--- src/rtl/usb_crc_pkg.sv ---
// Shared types and constants for the serial USB CRC stream block.
package usb_crc_pkg;

    typedef enum logic [1:0] {
        IDLE = 2'd0,
        DATA = 2'd1,
        CRC  = 2'd2
    } crc_state_t;

    localparam logic [4:0]  POLY5     = 5'h05;
    localparam logic [15:0] POLY16    = 16'h8005;
    localparam logic [4:0]  RESIDUE5  = 5'h0C;
    localparam logic [15:0] RESIDUE16 = 16'h800D;

endpackage

--- src/rtl/crc_lfsr_step.sv ---
// One serial step of an MSB-first CRC LFSR; POLY excludes the implicit x^W term.
module crc_lfsr_step #(
    parameter int unsigned      CRC_W = 5,
    parameter logic [CRC_W-1:0] POLY  = 5'h05
) (
    input  logic [CRC_W-1:0] crc_i,
    input  logic             bit_i,
    output logic [CRC_W-1:0] crc_o
);

    logic fb_s;

    assign fb_s  = bit_i ^ crc_i[CRC_W-1];
    assign crc_o = {crc_i[CRC_W-2:0], 1'b0} ^ (fb_s ? POLY : '0);

endmodule

--- src/rtl/usb_crc_stream.sv ---
// Serial USB CRC5/CRC16 generator between bit-stream encoder and bit stuffer.
// Define CRC_CHECK_EN to add the receive-side residue check (rx_mode, chk_valid, crc_ok).
module usb_crc_stream
    import usb_crc_pkg::*;
#(
    parameter int unsigned      CRC_W   = 5,
    parameter logic [CRC_W-1:0] POLY    = POLY5,
    parameter logic [CRC_W-1:0] RESIDUE = RESIDUE5
) (
    input  logic clk,
    input  logic rst_b,
    input  logic s_in,
    input  logic start,
    input  logic endr,
    input  logic pause,
`ifdef CRC_CHECK_EN
    input  logic rx_mode,
    output logic chk_valid,
    output logic crc_ok,
`endif
    output logic hold_up,
    output logic s_out,
    output logic start_b,
    output logic endr_b
);

    localparam int unsigned CNT_W = $clog2(CRC_W);

    crc_state_t       state_q, state_d;
    logic [CRC_W-1:0] crc_q, crc_d;
    logic [CNT_W-1:0] cnt_q, cnt_d;
    logic             s_out_q, s_out_d;
    logic             start_b_q, start_b_d;
    logic             endr_b_q, endr_b_d;
    logic [CRC_W-1:0] crc_base_s;
    logic [CRC_W-1:0] crc_step_s;
    logic             rx_now_s;

`ifdef CRC_CHECK_EN
    logic rx_q, rx_d;
    logic chk_valid_q, chk_valid_d;
    logic crc_ok_q, crc_ok_d;

    // rx_mode is only meaningful alongside start; mid-packet the latched mode applies.
    assign rx_now_s  = start ? rx_mode : rx_q;
    assign chk_valid = chk_valid_q;
    assign crc_ok    = crc_ok_q;
`else
    logic unused_residue_s;

    assign rx_now_s         = 1'b0;
    assign unused_residue_s = ^RESIDUE;
`endif

    // A start bit re-seeds the LFSR, discarding any CRC in progress.
    assign crc_base_s = start ? '1 : crc_q;

    crc_lfsr_step #(
        .CRC_W (CRC_W),
        .POLY  (POLY)
    ) u_step (
        .crc_i (crc_base_s),
        .bit_i (s_in),
        .crc_o (crc_step_s)
    );

    assign hold_up = (state_q == CRC);
    assign s_out   = s_out_q;
    assign start_b = start_b_q;
    assign endr_b  = endr_b_q;

    // Next-state and registered-output logic; pause freezes everything.
    always_comb begin
        state_d   = state_q;
        crc_d     = crc_q;
        cnt_d     = cnt_q;
        s_out_d   = s_out_q;
        start_b_d = start_b_q;
        endr_b_d  = endr_b_q;
`ifdef CRC_CHECK_EN
        rx_d        = rx_q;
        chk_valid_d = chk_valid_q;
        crc_ok_d    = crc_ok_q;
`endif
        if (!pause) begin
            s_out_d   = 1'b0;
            start_b_d = 1'b0;
            endr_b_d  = 1'b0;
`ifdef CRC_CHECK_EN
            chk_valid_d = 1'b0;
`endif
            case (state_q)
                IDLE, DATA: begin
                    if (start || (state_q == DATA)) begin
                        crc_d     = crc_step_s;
                        s_out_d   = s_in;
                        start_b_d = start;
                        state_d   = DATA;
`ifdef CRC_CHECK_EN
                        rx_d = rx_now_s;
`endif
                        if (endr) begin
                            if (rx_now_s) begin
                                state_d  = IDLE;
                                endr_b_d = 1'b1;
`ifdef CRC_CHECK_EN
                                chk_valid_d = 1'b1;
                                crc_ok_d    = (crc_step_s == RESIDUE);
`endif
                            end else begin
                                state_d = CRC;
                                cnt_d   = CNT_W'(CRC_W - 1);
                            end
                        end else begin
                            state_d = DATA;
                        end
                    end else begin
                        state_d = IDLE;
                    end
                end
                CRC: begin
                    // Emit the complemented CRC MSB-first while shifting it out.
                    s_out_d  = ~crc_q[CRC_W-1];
                    crc_d    = {crc_q[CRC_W-2:0], 1'b0};
                    endr_b_d = (cnt_q == '0);
                    if (cnt_q == '0) begin
                        state_d = IDLE;
                    end else begin
                        cnt_d = cnt_q - CNT_W'(1);
                    end
                end
                default: begin
                    state_d = IDLE;
                end
            endcase
        end else begin
            state_d = state_q;
        end
    end

    // State and output registers.
    always_ff @(posedge clk or negedge rst_b) begin
        if (!rst_b) begin
            state_q   <= IDLE;
            crc_q     <= '1;
            cnt_q     <= '0;
            s_out_q   <= 1'b0;
            start_b_q <= 1'b0;
            endr_b_q  <= 1'b0;
`ifdef CRC_CHECK_EN
            rx_q        <= 1'b0;
            chk_valid_q <= 1'b0;
            crc_ok_q    <= 1'b0;
`endif
        end else begin
            state_q   <= state_d;
            crc_q     <= crc_d;
            cnt_q     <= cnt_d;
            s_out_q   <= s_out_d;
            start_b_q <= start_b_d;
            endr_b_q  <= endr_b_d;
`ifdef CRC_CHECK_EN
            rx_q        <= rx_d;
            chk_valid_q <= chk_valid_d;
            crc_ok_q    <= crc_ok_d;
`endif
        end
    end

endmodule

--- config.mk ---
export PLATFORM = sky130hd
export DESIGN_NAME = usb_crc_stream
export DESIGN_NICKNAME = d
export VERILOG_FILES = /design/src/rtl/usb_crc_pkg.sv /design/src/rtl/crc_lfsr_step.sv /design/src/rtl/usb_crc_stream.sv
export SDC_FILE = /design/constraint.sdc
export NUM_CORES = 1
export LEC_CHECK = 0
export ABC_AREA = 1
export ABC_CLOCK_PERIOD_IN_PS = 2200
export BUFFER_PORTS_ARGS = -buffer_cell sky130_fd_sc_hd__clkbuf_2
export CORE_MARGIN = 3
export CORE_UTILIZATION = 29
export DETAILED_ROUTE_END_ITERATION = 8
export PLACE_DENSITY = 0.58
export SYNTH_ARGS = -nofsm -noshare
export SYNTH_HDL_FRONTEND = slang
export SYNTH_HIERARCHICAL = 1
export SYNTH_SLANG_ARGS = --single-unit
--- constraint.sdc ---
create_clock -name clk -period 2.2 [get_ports clk]
set_input_delay 0.44 -clock clk [delete_from_list [all_inputs] [get_ports clk]]
set_output_delay 0.44 -clock clk [all_outputs]
set_load 0.02 [all_outputs]
; ---- After elaboration in Yosys (flattened, before gate mapping)
; Index checks and enable logic that the tools add are counted.
[totals]
ff_bits = 13
latch_bits = 0
mem_bits_rw = 0
romBits = 0
inputBits = 6
out_inout_bits = 4
mem_count = 0
[op_classes]
add_sub_neg = 1
multipliers = 0
div_mod_pow = 0
magnitude_cmp = 0
eq_ne = 6
shifts = 0
muxes = 17
n_bitwise = 4
reduce_logical = 8
[op_table]
columns = cell, n
row1 = 2-to-1 mux 3 bit, 4
row2 = 2-to-1 mux 5 bit, 2
row3 = one-hot mux 5 bit (2 select lines), 1
row4 = 2-to-1 mux 2 bit, 3
row5 = "!= test 2 bit, second input constant", 3
row6 = one-hot mux 3 bit (2 select lines), 1
row7 = AND reduction 5 bit, 1
row8 = XOR 5 bit, 1
row9 = 2-to-1 mux 1 bit, 4
row10 = one-hot mux 2 bit (2 select lines), 1
row11 = logical NOT 3 bit, 1
row12 = AND reduction 3 bit, 1
row13 = "subtractor 3 x 1 -> 3 bit, second input constant", 1
row14 = "== test 2 x 1 -> 1 bit, second input constant", 1
row15 = "== test 2 bit, second input constant", 1
row16 = logical NOT 2 bit, 1
row17 = "!= test 2 x 1 -> 1 bit, second input constant", 1
row18 = NOT 1 bit, 2
row19 = one-hot mux 1 bit (2 select lines), 1
row20 = AND reduction 2 bit, 1
row21 = nonzero test 2 bit, 1
row22 = OR reduction 2 bit, 1
row23 = logical OR 1 bit, 1
row24 = XOR 1 bit, 1

; ---- Logic depth before layout (Yosys ltp)
; Gate-level depths: netlist of run 1.
[depth]
depth_word = 6
depth_mapped = 10

; ---- Modules after synthesis
; Netlist of run 1, hierarchy kept.
[by_module_without_submodules]
columns = mod, instances, cells_per_inst, area_each_um2, seq_area_each_um2
row1 = usb_crc_stream, 1, 97, 726.9, 331.6
row2 = crc_lfsr_step, 1, 15, 73.8, 0.0

; ---- Worst setup path before layout of run 1
; Ideal clock, no wire load.
[synth_path]
path_kind = input port to flip-flop
startpoint = input start
endpoint = register crc_q[2]
setup_time_ns = 0.079
arrival_time_ns = 1.052
t_required_ns = 2.121
path_slack_ns = 1.069
path_stages = 10
n_path_buf = 0
path_cell_list = inv_1 -> nand2_1 -> inv_1 -> nand2_1 -> nand3_1 -> nand2_1 -> nand2_1 -> o21ai_0 -> nand2_1 -> o21ai_1
[synth_via]
elab_chain_cells = 6
word_cells_on_any_way = 9
cone_classes = eq/ne: 1 / mux: 4 / bitwise: 2 / reduce/logical: 2
[synth_lines]
columns = element, line
row1 = start: declaration, usb_crc_stream.sv:13  ; input logic start,
row2 = 2-to-1 mux 5 bit, usb_crc_stream.sv:56  ; assign crc_base_s = start ? '1 : crc_q;
row3 = named net crc_base_s[4], usb_crc_stream.sv:35  ; logic [CRC_W-1:0] crc_base_s;
row4 = XOR 1 bit, crc_lfsr_step.sv:13  ; assign fb_s = bit_i ^ crc_i[CRC_W-1];
row5 = 2-to-1 mux 3 bit, crc_lfsr_step.sv:14  ; assign crc_o = {crc_i[CRC_W-2:0], 1'b0} ^ (fb_s ? POLY : '0);
row6 = XOR 5 bit, crc_lfsr_step.sv:14
row7 = named net crc_step_s[2], usb_crc_stream.sv:36  ; logic [CRC_W-1:0] crc_step_s;
row8 = 2-to-1 mux 5 bit, usb_crc_stream.sv:94  ; if (start || (state_q == DATA)) begin
row9 = one-hot mux 5 bit (2 select lines), usb_crc_stream.sv:92  ; case (state_q)
row10 = end signal: assignment, usb_crc_stream.sv:157  ; crc_q <= crc_d;
row11 = end: declaration, usb_crc_stream.sv:30  ; logic [CRC_W-1:0] crc_q, crc_d;
; The timed path passes the listed nets, and every way through them passes these cells. The select of a mux whose other input is x is not followed.
; A chain may end at the register's enable or synchronous reset.

; ---- Final worst setup path of run 1
[layout_path]
startpoint = register state_q[0]
endpoint = output hold_up
[layout_via]
elab_chain_cells = 1
[layout_lines]
columns = element, line
row1 = start: declaration, usb_crc_stream.sv:29  ; crc_state_t state_q, state_d;
row2 = start signal: assignment, usb_crc_stream.sv:156  ; state_q <= state_d;
row3 = == test 2 bit, usb_crc_stream.sv:67  ; assign hold_up = (state_q == CRC);
row4 = end: declaration, usb_crc_stream.sv:21  ; output logic hold_up,
; No other way between the ends.

==> flow_metrics.tcl, run 1 <==
set metrics [dict create \
    outcome "finished, final reports clean" \
    tightest_slew_ps 342 \
    synth_cell_types 19 \
    hold_class "in -> async" \
    synth_fa_ha_area_share_pct 3.13 \
    yosys.area.top_type_share_pct 25.0 \
    multi_input_area_sq_um 353 \
    drtPass1Iterations 4 \
    synth.avg_cell_area_sq_um 7.15 \
    switchingPower_uw 434 \
    dieHeight_microns 58.5 \
    syn_nets 120 \
    fin_tns_setup_ps 0 \
    yosys.area.top_type "dfrtp_1" \
    synth_async_sr_flop_share_pct 100 \
    yosys.area_share.simple_pct 31.4 \
    cts_sinks 13 \
    peakVddDrop_uv 557 \
    combPwrFrac_pct 44.9 \
    port_buffers 9 \
    yosysMostFrequentCell "nand2_1" \
    wl_microns 1520 \
    drive_gt1_share_pct 20.8 \
    place_inst 146 \
    clk_latency_ps 270 \
    synth_top_family_by_area "simple AND/OR/NAND/NOR gates" \
    cap_violations 0 \
    die_w_microns 58.5 \
    post-cts-setup-buffer-count 0 \
    path_class "reg -> out" \
    ant_nets 0 \
    areaGrowthSynthToFinish_pct 8.44 \
    fin_worst_skew_ps 2.92 \
    r2r_start "cnt_q[0]" \
    final_area_sq_um 868 \
    seqCellArea_sq_um 332 \
    grt_pass1_vias 569 \
    swShare_pct 42.5 \
    synth-seq-cells 13 \
    synthMuxAreaShare_pct 0 \
    p_int_uw 589 \
    synth-xor-area-share_pct 0 \
    initial_utilization_pct 31.5 \
    slew_viol_final 0 \
    drc 0 \
    routedWlPerCell_microns 10.1 \
    worstPathRequired_ps 1760 \
    synth_compound_area_share_pct 9.53 \
    postCtsHoldBufs 0 \
    core_sq_um 2540 \
    fin_cells 150 \
    rrSetupSlack_ps 910 \
    synth_area_leaders "dfrtp_1 25%, nand2_1 17%, dfstp_2 16%, inv_1 8.0%, o21ai_0 5.6%" \
    placed_area_sq_um 842 \
    place_hpwl_microns 1160 \
    rows 18 \
    rr_worst_depth 6 \
    vias_per_cell 4.48 \
    rsz0062_at_grt "no" \
    cts_tree "built" \
    place.gp.congestion 0.768 \
    io_pins 10 \
    finalSetupViolations 0 \
    cp-start-kind "flip-flop" \
    synthCells 112 \
    finalCriticalPeriod_ps 1560 \
    max_freq_mhz 640 \
    grt_pass1_wl_microns 2470 \
    nets 129 \
    clock-root-buffer "clkbuf_4" \
    synth_top_cells_by_count "37 x nand2_1, 17 x inv_1, 9 x o21ai_0" \
    dieArea_sq_um 3430 \
    cp.arrival_ps 1120 \
    fillers 276 \
    pwr-share-seq_pct 40.5 \
    vias 672 \
    h-tree-depth 1 \
    gr-total-overflow 0 \
    insertedDiodeCount 0 \
    synth_ff_type "dfrtp_1" \
    clk_pin_slew_ps 80 \
    grt_util_all_layers_pct 9.50 \
    synth_seq_area_share_pct 41.4 \
    p_leak_uw 0.000478 \
    yosys_warnings 6 \
    worst_setup_path_end_kind "primary output" \
    crit_fanout 6 \
    synth_edf_count 0 \
    fin_crit_sh_pct 71.1 \
    cts-resized-gates 0 \
    slew_headroom_pct 77.2 \
    grt_max_degree 14 \
    r2r_end "state_q[1]" \
    netlist_area_sq_um 801 \
    cts_made_buffers 3 \
    hold_viol 0 \
    drt_iter0_markers 44 \
    pwr_density_cell_nw_per_um2 1180 \
    antenna_found_initial 0 \
    clockBufferDepth 2 \
    pwr-share-clk_pct 14.6 \
]
cell usage in the layout (no fill, tap or decap), types with 4 or more instances in the layout:
master | Yosys | routed
clkbuf_2 | 0 | 9
dfrtp_1 | 8 | 8
dfstp_2 | 5 | 5
inv_1 | 17 | 17
nand2_1 | 37 | 37
nand3_1 | 5 | 5
nand4_1 | 4 | 4
nor2_1 | 6 | 6
o21ai_0 | 9 | 9
o21ai_1 | 4 | 4
worst max-delay path, cell delays in order, from the launching register on:
cell	delay (ps)
dfrtp_1	450
nor2_4	210
clkbuf_2	200
power groups by stage:
stage	sequential (uW)	clock, uW	combinational [uW]
floorplan	423	0	390
global placement	416	0	458
detailed placement	418	0	464
CTS	414	157	466
global route	428	168	534
finish	414	149	459
cell families (layout without fill, tap and decap cells):
| family | after synthesis | in the layout |
|---|---|---|
| simple gates | 57 | 57 |
| buf+inv | 25 | 33 |
| flops | 13 | 13 |
| fa+ha+maj | 2 | 2 |
| compound gates | 15 | 15 |
area by class of cell:
| class | instances | share of cell area [%] |
|---|---|---|
| Timing Repair Buffer | 9 | 5.19 |
| Inverter | 20 | 8.65 |
| Sequential cell | 13 | 38.2 |
| Multi-Input combinational cell | 74 | 40.6 |
| Tap cell | 30 | 4.32 |
| Clock buffer | 4 | 3.03 |
per-layer routing:
metal	part of all wire, %	vias to the layer above	global-route usage, %
met2	42	13	13.9
li1	-	359	-
met1	51	298	13.1
met5	0	-	0
met4	0.79	0	0.993
met3	6.3	2	4.61
metrics by stage:
step / hold WS [ps] / worst slack [ps] / utilization (%) / total power [uW]
2_1_floorplan: 144 / 1070 / - / 813
3_3_place_gp: 357 / 897 / 33.1 / 875
3_5_place_dp: 360 / 842 / 33.1 / 883
4_1_cts: 58.5 / 632 / 34.1 / 1040
5_1_grt: 56.9 / 586 / 34.1 / 1130
6_report: 50.1 / 637 / 34.1 / 1020
flip-flops by register name (all words and copies together) (netlist names):
name	cells
cnt_q	3
start_b	1
state_q	2
crc_q	5
endr_b	1
s_out	1
worst max-delay path by stage:
stage	depth (start not counted)	slack, ps	endpoint	startpoint
2_1_floorplan	10	1070	crc_q[2]	start
3_5_place_dp	11	840	crc_q[2]	start
3_3_place_gp	11	900	crc_q[2]	start
5_1_grt	2	590	hold_up	state_q[0]
4_1_cts	2	630	hold_up	state_q[0]
6_report	2	640	hold_up	state_q[0]
(Power assumes the default switching activity.)
==> run 2, diff against run 1 <==
--- a/config.mk
+++ b/config.mk
@@ -6,12 +6,12 @@
 export NUM_CORES = 1
 export LEC_CHECK = 0
 export ABC_AREA = 1
-export ABC_CLOCK_PERIOD_IN_PS = 2200
+export ABC_CLOCK_PERIOD_IN_PS = 1300
 export BUFFER_PORTS_ARGS = -buffer_cell sky130_fd_sc_hd__clkbuf_2
 export CORE_MARGIN = 3
 export CORE_UTILIZATION = 29
 export DETAILED_ROUTE_END_ITERATION = 8
-export PLACE_DENSITY = 0.58
+export PLACE_DENSITY = 0.59
 export SYNTH_ARGS = -nofsm -noshare
 export SYNTH_HDL_FRONTEND = slang
 export SYNTH_HIERARCHICAL = 1
==> constraint.sdc (replaced) <==
create_clock -name clk -period 1.3 [get_ports clk]
set_input_delay 0.26 -clock clk [delete_from_list [all_inputs] [get_ports clk]]
set_output_delay 0.26 -clock clk [all_outputs]
set_load 0.02 [all_outputs]
==> run 2 against run 1 <==
Effect of this change:
- clock skew up 1.3 ps
- clock-buffer cell count stayed put
- cell area grew 6.2%
- non-clock buffer count rose by 5
- die area unchanged
- combinational power is 88% higher
- critical path depth unchanged
- sequential share of layout area is 2.1 points lower
- clock power up 68%
- worst setup slack got worse by 600 ps
- sequential power grew 71%
- highest routed layer unchanged
==> flow_metrics.tcl, run 2 (synthesis results as in run 1) <==
set metrics [dict create \
    routedWlPerCell_microns 10.5 \
    crit_fanout 4 \
    h-tree-depth 1 \
    vias_per_cell 4.68 \
    areaGrowthSynthToFinish_pct 15.2 \
    max_freq_mhz 794 \
    finalSetupViolations 0 \
    tightest_slew_ps 333 \
    fin_hold_ws_ps 240 \
    slew_headroom_pct 77.8 \
    critPathLaunch "state_q[0]" \
    largestRegisters "crc_q: 5 flops, cnt_q: 3 flops, state_q: 2 flops" \
    rsz0062_at_grt "yes" \
    pwr_density_cell_nw_per_um2 1970 \
    pwr-share-seq_pct 38.8 \
    finalCriticalPeriod_ps 1260 \
    cts_made_buffers 3 \
    antenna_found_initial 0 \
    layout_commonest_cell "nand2_1" \
    clk_latency_ps 270 \
    fin_cells 155 \
    outcome "finished, final reports clean" \
    io_pins 10 \
    nets 134 \
    wl_microns 1630 \
    grt_pass1_vias 649 \
    pwr-share-clk_pct 13.7 \
    dieHeight_microns 58.5 \
    rows 18 \
    p_total_uw 1820 \
    grt_pass1_wl_microns 2810 \
    drc 0 \
    switchingPower_uw 766 \
    path_class "reg -> out" \
    drive_gt1_share_pct 25.6 \
    place_hpwl_microns 1260 \
    drt_iter0_markers 38 \
    combPwrFrac_pct 47.5 \
    initial_utilization_pct 31.5 \
    worstPathRequired_ps 1040 \
    worst_setup_path_end_kind "primary output" \
    cp-start-kind "flip-flop" \
    cts_tree "built" \
    min_from "endr" \
    dieArea_sq_um 3430 \
    die_w_microns 58.5 \
    p_leak_uw 0.000502 \
    clk_pin_slew_ps 80 \
    fin_worst_skew_ps 4.22 \
    regMostFlops "crc_q" \
    swShare_pct 42.1 \
    clockBufferDepth 2 \
    largest_reg_flops 5 \
    ant_nets 0 \
    p_int_uw 1050 \
    cp.arrival_ps 1000 \
    vias 725 \
    slew_viol_final 0 \
    clock-root-buffer "clkbuf_4" \
    core_sq_um 2540 \
    grt_util_all_layers_pct 10.6 \
    cap_violations 0 \
    hold_viol 0 \
    insertedDiodeCount 0 \
    fin_crit_sh_pct 96.9 \
    r2r_start "crc_q[4]" \
    hold_class "in -> reg" \
    post-route-util_pct 36.2 \
    place_inst 148 \
    drtPass1Iterations 4 \
    gr-total-overflow 0 \
    peakVddDrop_uv 902 \
    place.gp.congestion 0.784 \
    port_buffers 9 \
    final_cell_mix "36 x nand2_1, 17 x inv_1, 9 x o21ai_0" \
    cts_sinks 13 \
    grt_max_degree 14 \
]
## run 2: cell types whose count changed in the layout (fill, tap and decap cells not counted), sizes merged
cell | previous run | this run
buf | 0 | 5
dlygate4sd3 | 0 | 1
clkbuf | 13 | 12
## run 2: critical path: stages, from the launching register on
cell and delay [ps]:
dfrtp_2 450, nor2_4 150, buf_6 130
## run 2: area by class of cell
| class | count | area, sq um |
|---|---|---|
| Fill cell | 272 | 1620 |
| Multi-Input combinational cell | 74 | 359 |
| Sequential cell | 13 | 333 |
| Timing Repair Buffer | 14 | 91.3 |
| Inverter | 20 | 75.1 |
| Tap cell | 30 | 37.5 |
| Clock buffer | 4 | 26.3 |
## run 2: timing repair
action                                  CTS  global route
hold buffers                              1             0
hold endpoints to repair                  8             0
endpoints found under the setup margin    1             4
resized for setup                         2             4
setup buffers                             2             0
pin swaps                                 1             1
## run 2: metal layers
layer | wire [microns] | vias up | global-route usage (%)
met1 | 804 | 337 | 13.5
li1 | - | 372 | -
met5 | 0 | - | 0
met4 | 15 | 0 | 2.98
met2 | 741 | 14 | 16.7
met3 | 70 | 2 | 4.17
## run 2: power groups by stage
| stage | Clock [uW] | Combinational (uW) | Sequential (uW) |
|---|---|---|---|
| after floorplan | 0 | 660 | 716 |
| after global placement | 0 | 783 | 705 |
| after detailed placement | 0 | 811 | 713 |
| after CTS | 262 | 857 | 706 |
| after global routing | 278 | 1000 | 724 |
| final | 250 | 865 | 706 |
## run 2: path summary, 6_finish.rpt
path	cells past startpoint	slack [ps]	endpoint
hold reg to reg	2	480	cnt_q[0]
min in group asynchronous	2	410	start_b
max in group asynchronous	2	590	crc_q[0]
setup reg to reg	10	80	crc_q[2]
setup / recovery	2	40	hold_up
hold / removal	3	240	state_q[1]
## run 2: through the flow
| step | TNS, ps | setup WS, ps | area [sq um] |
|---|---|---|---|
| after floorplan | 0 | 171 | 801 |
| after global placement | 0 | 106 | 857 |
| after detailed placement | 0 | 76.8 | 857 |
| after CTS | 0 | 7.46 | 912 |
| after global routing | -72.3 | -68.8 | 922 |
| final | 0 | 40.5 | 922 |
==> run 3, diff against run 2 <==
--- a/config.mk
+++ b/config.mk
@@ -6,12 +6,13 @@
 export NUM_CORES = 1
 export LEC_CHECK = 0
 export ABC_AREA = 1
-export ABC_CLOCK_PERIOD_IN_PS = 1300
+export ABC_CLOCK_PERIOD_IN_PS = 1400
 export BUFFER_PORTS_ARGS = -buffer_cell sky130_fd_sc_hd__clkbuf_2
 export CORE_MARGIN = 3
 export CORE_UTILIZATION = 29
+export CTS_BUF_LIST = sky130_fd_sc_hd__clkbuf_8
 export DETAILED_ROUTE_END_ITERATION = 8
-export PLACE_DENSITY = 0.59
+export PLACE_DENSITY = 0.58
 export SYNTH_ARGS = -nofsm -noshare
 export SYNTH_HDL_FRONTEND = slang
 export SYNTH_HIERARCHICAL = 1
==> constraint.sdc (replaced) <==
create_clock -name clk -period 1.4 [get_ports clk]
set_input_delay 0.28 -clock clk [delete_from_list [all_inputs] [get_ports clk]]
set_output_delay 0.28 -clock clk [all_outputs]
set_load 0.02 [all_outputs]
==> run 3 against run 2 <==
Effect of this change:
- sequential power down 7.2%
- clock-buffer cell count is 1 lower
- first-iteration DRC count fell by 66%
- non-clock buffer count shrank 2
- utilization is 0.15 points lower
- sequential share of layout area hardly changed
- register-to-register slack improved by 50 ps
- cell count fell by 1.3%
- power down 2.3%
- combinational power fell by 8.8%
- largest cell class unchanged
==> flow_metrics.tcl, run 3 (synthesis results as in run 1) <==
set metrics [dict create \
    largest_reg_flops 5 \
    p_leak_uw 0.000504 \
    cts_sinks 13 \
    peakVddDrop_uv 1000 \
    die_w_microns 58.5 \
    initial_utilization_pct 31.5 \
    drc 0 \
    outcome "finished, final reports clean" \
    crit_chain "inv_2, nor2_4, buf_2" \
    pre_cts_slack_ps 153 \
    rsz0062_at_grt "no" \
    pwr_density_cell_nw_per_um2 1940 \
    tightest_slew_ps 330 \
    clock-root-buffer "clkbuf_8" \
    fin_worst_skew_ps 1.44 \
    ant_nets 0 \
    antenna_found_initial 0 \
    slew_viol_final 0 \
    drtPass1Iterations 4 \
    hold_class "in -> reg" \
    vias_per_cell 4.73 \
    wl_microns 1670 \
    grt_pass1_vias 686 \
    clk_pin_slew_ps 60 \
    post-route-util_pct 36.1 \
    port_buffers 9 \
    worst_path_max_delay_cell "dfrtp_1" \
    place_hpwl_microns 1270 \
    rr_worst_depth 6 \
    finalSetupViolations 0 \
    placed_area_sq_um 842 \
    routedWlPerCell_microns 10.9 \
    grt_max_degree 14 \
    worst_setup_path_end_kind "primary output" \
    cp-start-kind "flip-flop" \
    cts_tree "built" \
    clk_latency_ps 240 \
    insertedDiodeCount 0 \
    grt_util_all_layers_pct 11.1 \
    clockBufferDepth 2 \
    place.gp.congestion 0.802 \
    critPathLaunch "state_q[1]" \
    cts_made_buffers 3 \
    vias 724 \
    hold_viol 0 \
    final_area_sq_um 918 \
    drt_iter0_markers 13 \
    fin_tns_setup_ps 0 \
    slew_headroom_pct 78.0 \
    largestRegisters "crc_q: 5 flops, cnt_q: 3 flops, state_q: 2 flops" \
    rows 18 \
    io_pins 10 \
    nets 132 \
    setup_ws_ps 60.6 \
    crit_fanout 6 \
    min_from "endr" \
    dieArea_sq_um 3430 \
    core_sq_um 2540 \
    worstPathRequired_ps 1120 \
    layout_commonest_cell "nand2_1" \
    grt_pass1_wl_microns 2900 \
    max_freq_mhz 747 \
    cap_violations 0 \
    r2r_start "state_q[0]" \
    dieHeight_microns 58.5 \
    h-tree-depth 1 \
    slowest_delay_ps 370 \
    final_cell_mix "36 x nand2_1, 18 x inv_1, 9 x o21ai_0" \
    fin_crit_sh_pct 95.7 \
    path_class "reg -> out" \
    finalCriticalPeriod_ps 1340 \
    regMostFlops "crc_q" \
    gr-total-overflow 0 \
    areaGrowthSynthToFinish_pct 14.7 \
    holdPathStages 3 \
    drive_gt1_share_pct 23.6 \
    cp.arrival_ps 1060 \
]
run 3: cell types whose count changed in the layout (fill, tap and decap cells not counted):
cell / before / now
buf_2: 0 / 1
buf_4: 4 / 2
clkbuf_8: 0 / 3
clkbuf_1: 1 / 0
dfrtp_2: 1 / 0
inv_1: 17 / 18
buf_6: 1 / 0
dfrtp_1: 7 / 8
clkbuf_4: 3 / 0
run 3: critical path: cells and delay by family (launching register included):
family                 cells  cell delay, ps
AND/OR/NAND/NOR            1             170
flip-flops                 1             370
buffers and inverters      2             270
run 3: final cells by class:
cell class              count  area (sq um)
flip-flops and latches     13           332
repair buffers             12          70.1
clock inverters             1          3.75
fillers                   284          1630
well taps                  30          37.5
inverters                  20          75.1
clock buffers               3          41.3
multi-input cells          74           359
run 3: path summary, 6_finish.rpt:
kind	endpoint	slack, ps
setup reg to reg	crc_q[4]	130
setup / recovery	hold_up	60
min in group asynchronous	cnt_q[2]	460
hold / removal	state_q[1]	300
hold reg to reg	cnt_q[1]	490
max in group asynchronous	crc_q[3]	640
run 3: layer usage:
| layer | wire length [microns] | track usage [%] | vias up |
|---|---|---|---|
| met1 | 776 | 13.5 | 336 |
| met4 | 19 | 3.64 | 0 |
| met2 | 781 | 17.9 | 12 |
| met5 | 0 | 0 | - |
| li1 | - | - | 372 |
| met3 | 89 | 4.39 | 4 |
run 3: power breakdown:
group | leakage [uW] | switching, uW | internal, uW
logic | 0.000324 | 515 | 274
registers | 0.000153 | 83.5 | 572
clock network | 0.0000269 | 140 | 194
run 3: timing repair:
action | in CTS | in global routing
resized for setup | 0 | 3
buffers inserted | 0 | 2
hold buffers | 1 | 0
endpoints found under the hold margin | 8 | 0
setup endpoints to repair | 0 | 3
run 3: through the flow:
step | hold WS (ps) | cells | power [uW]
4_1_cts | 296 | 151 | 1760
3_5_place_dp | 197 | 146 | 1410
5_1_grt | 314 | 153 | 1940
2_1_floorplan | -15.6 | 112 | 1280
6_report | 297 | 153 | 1780
3_3_place_gp | 195 | 146 | 1370
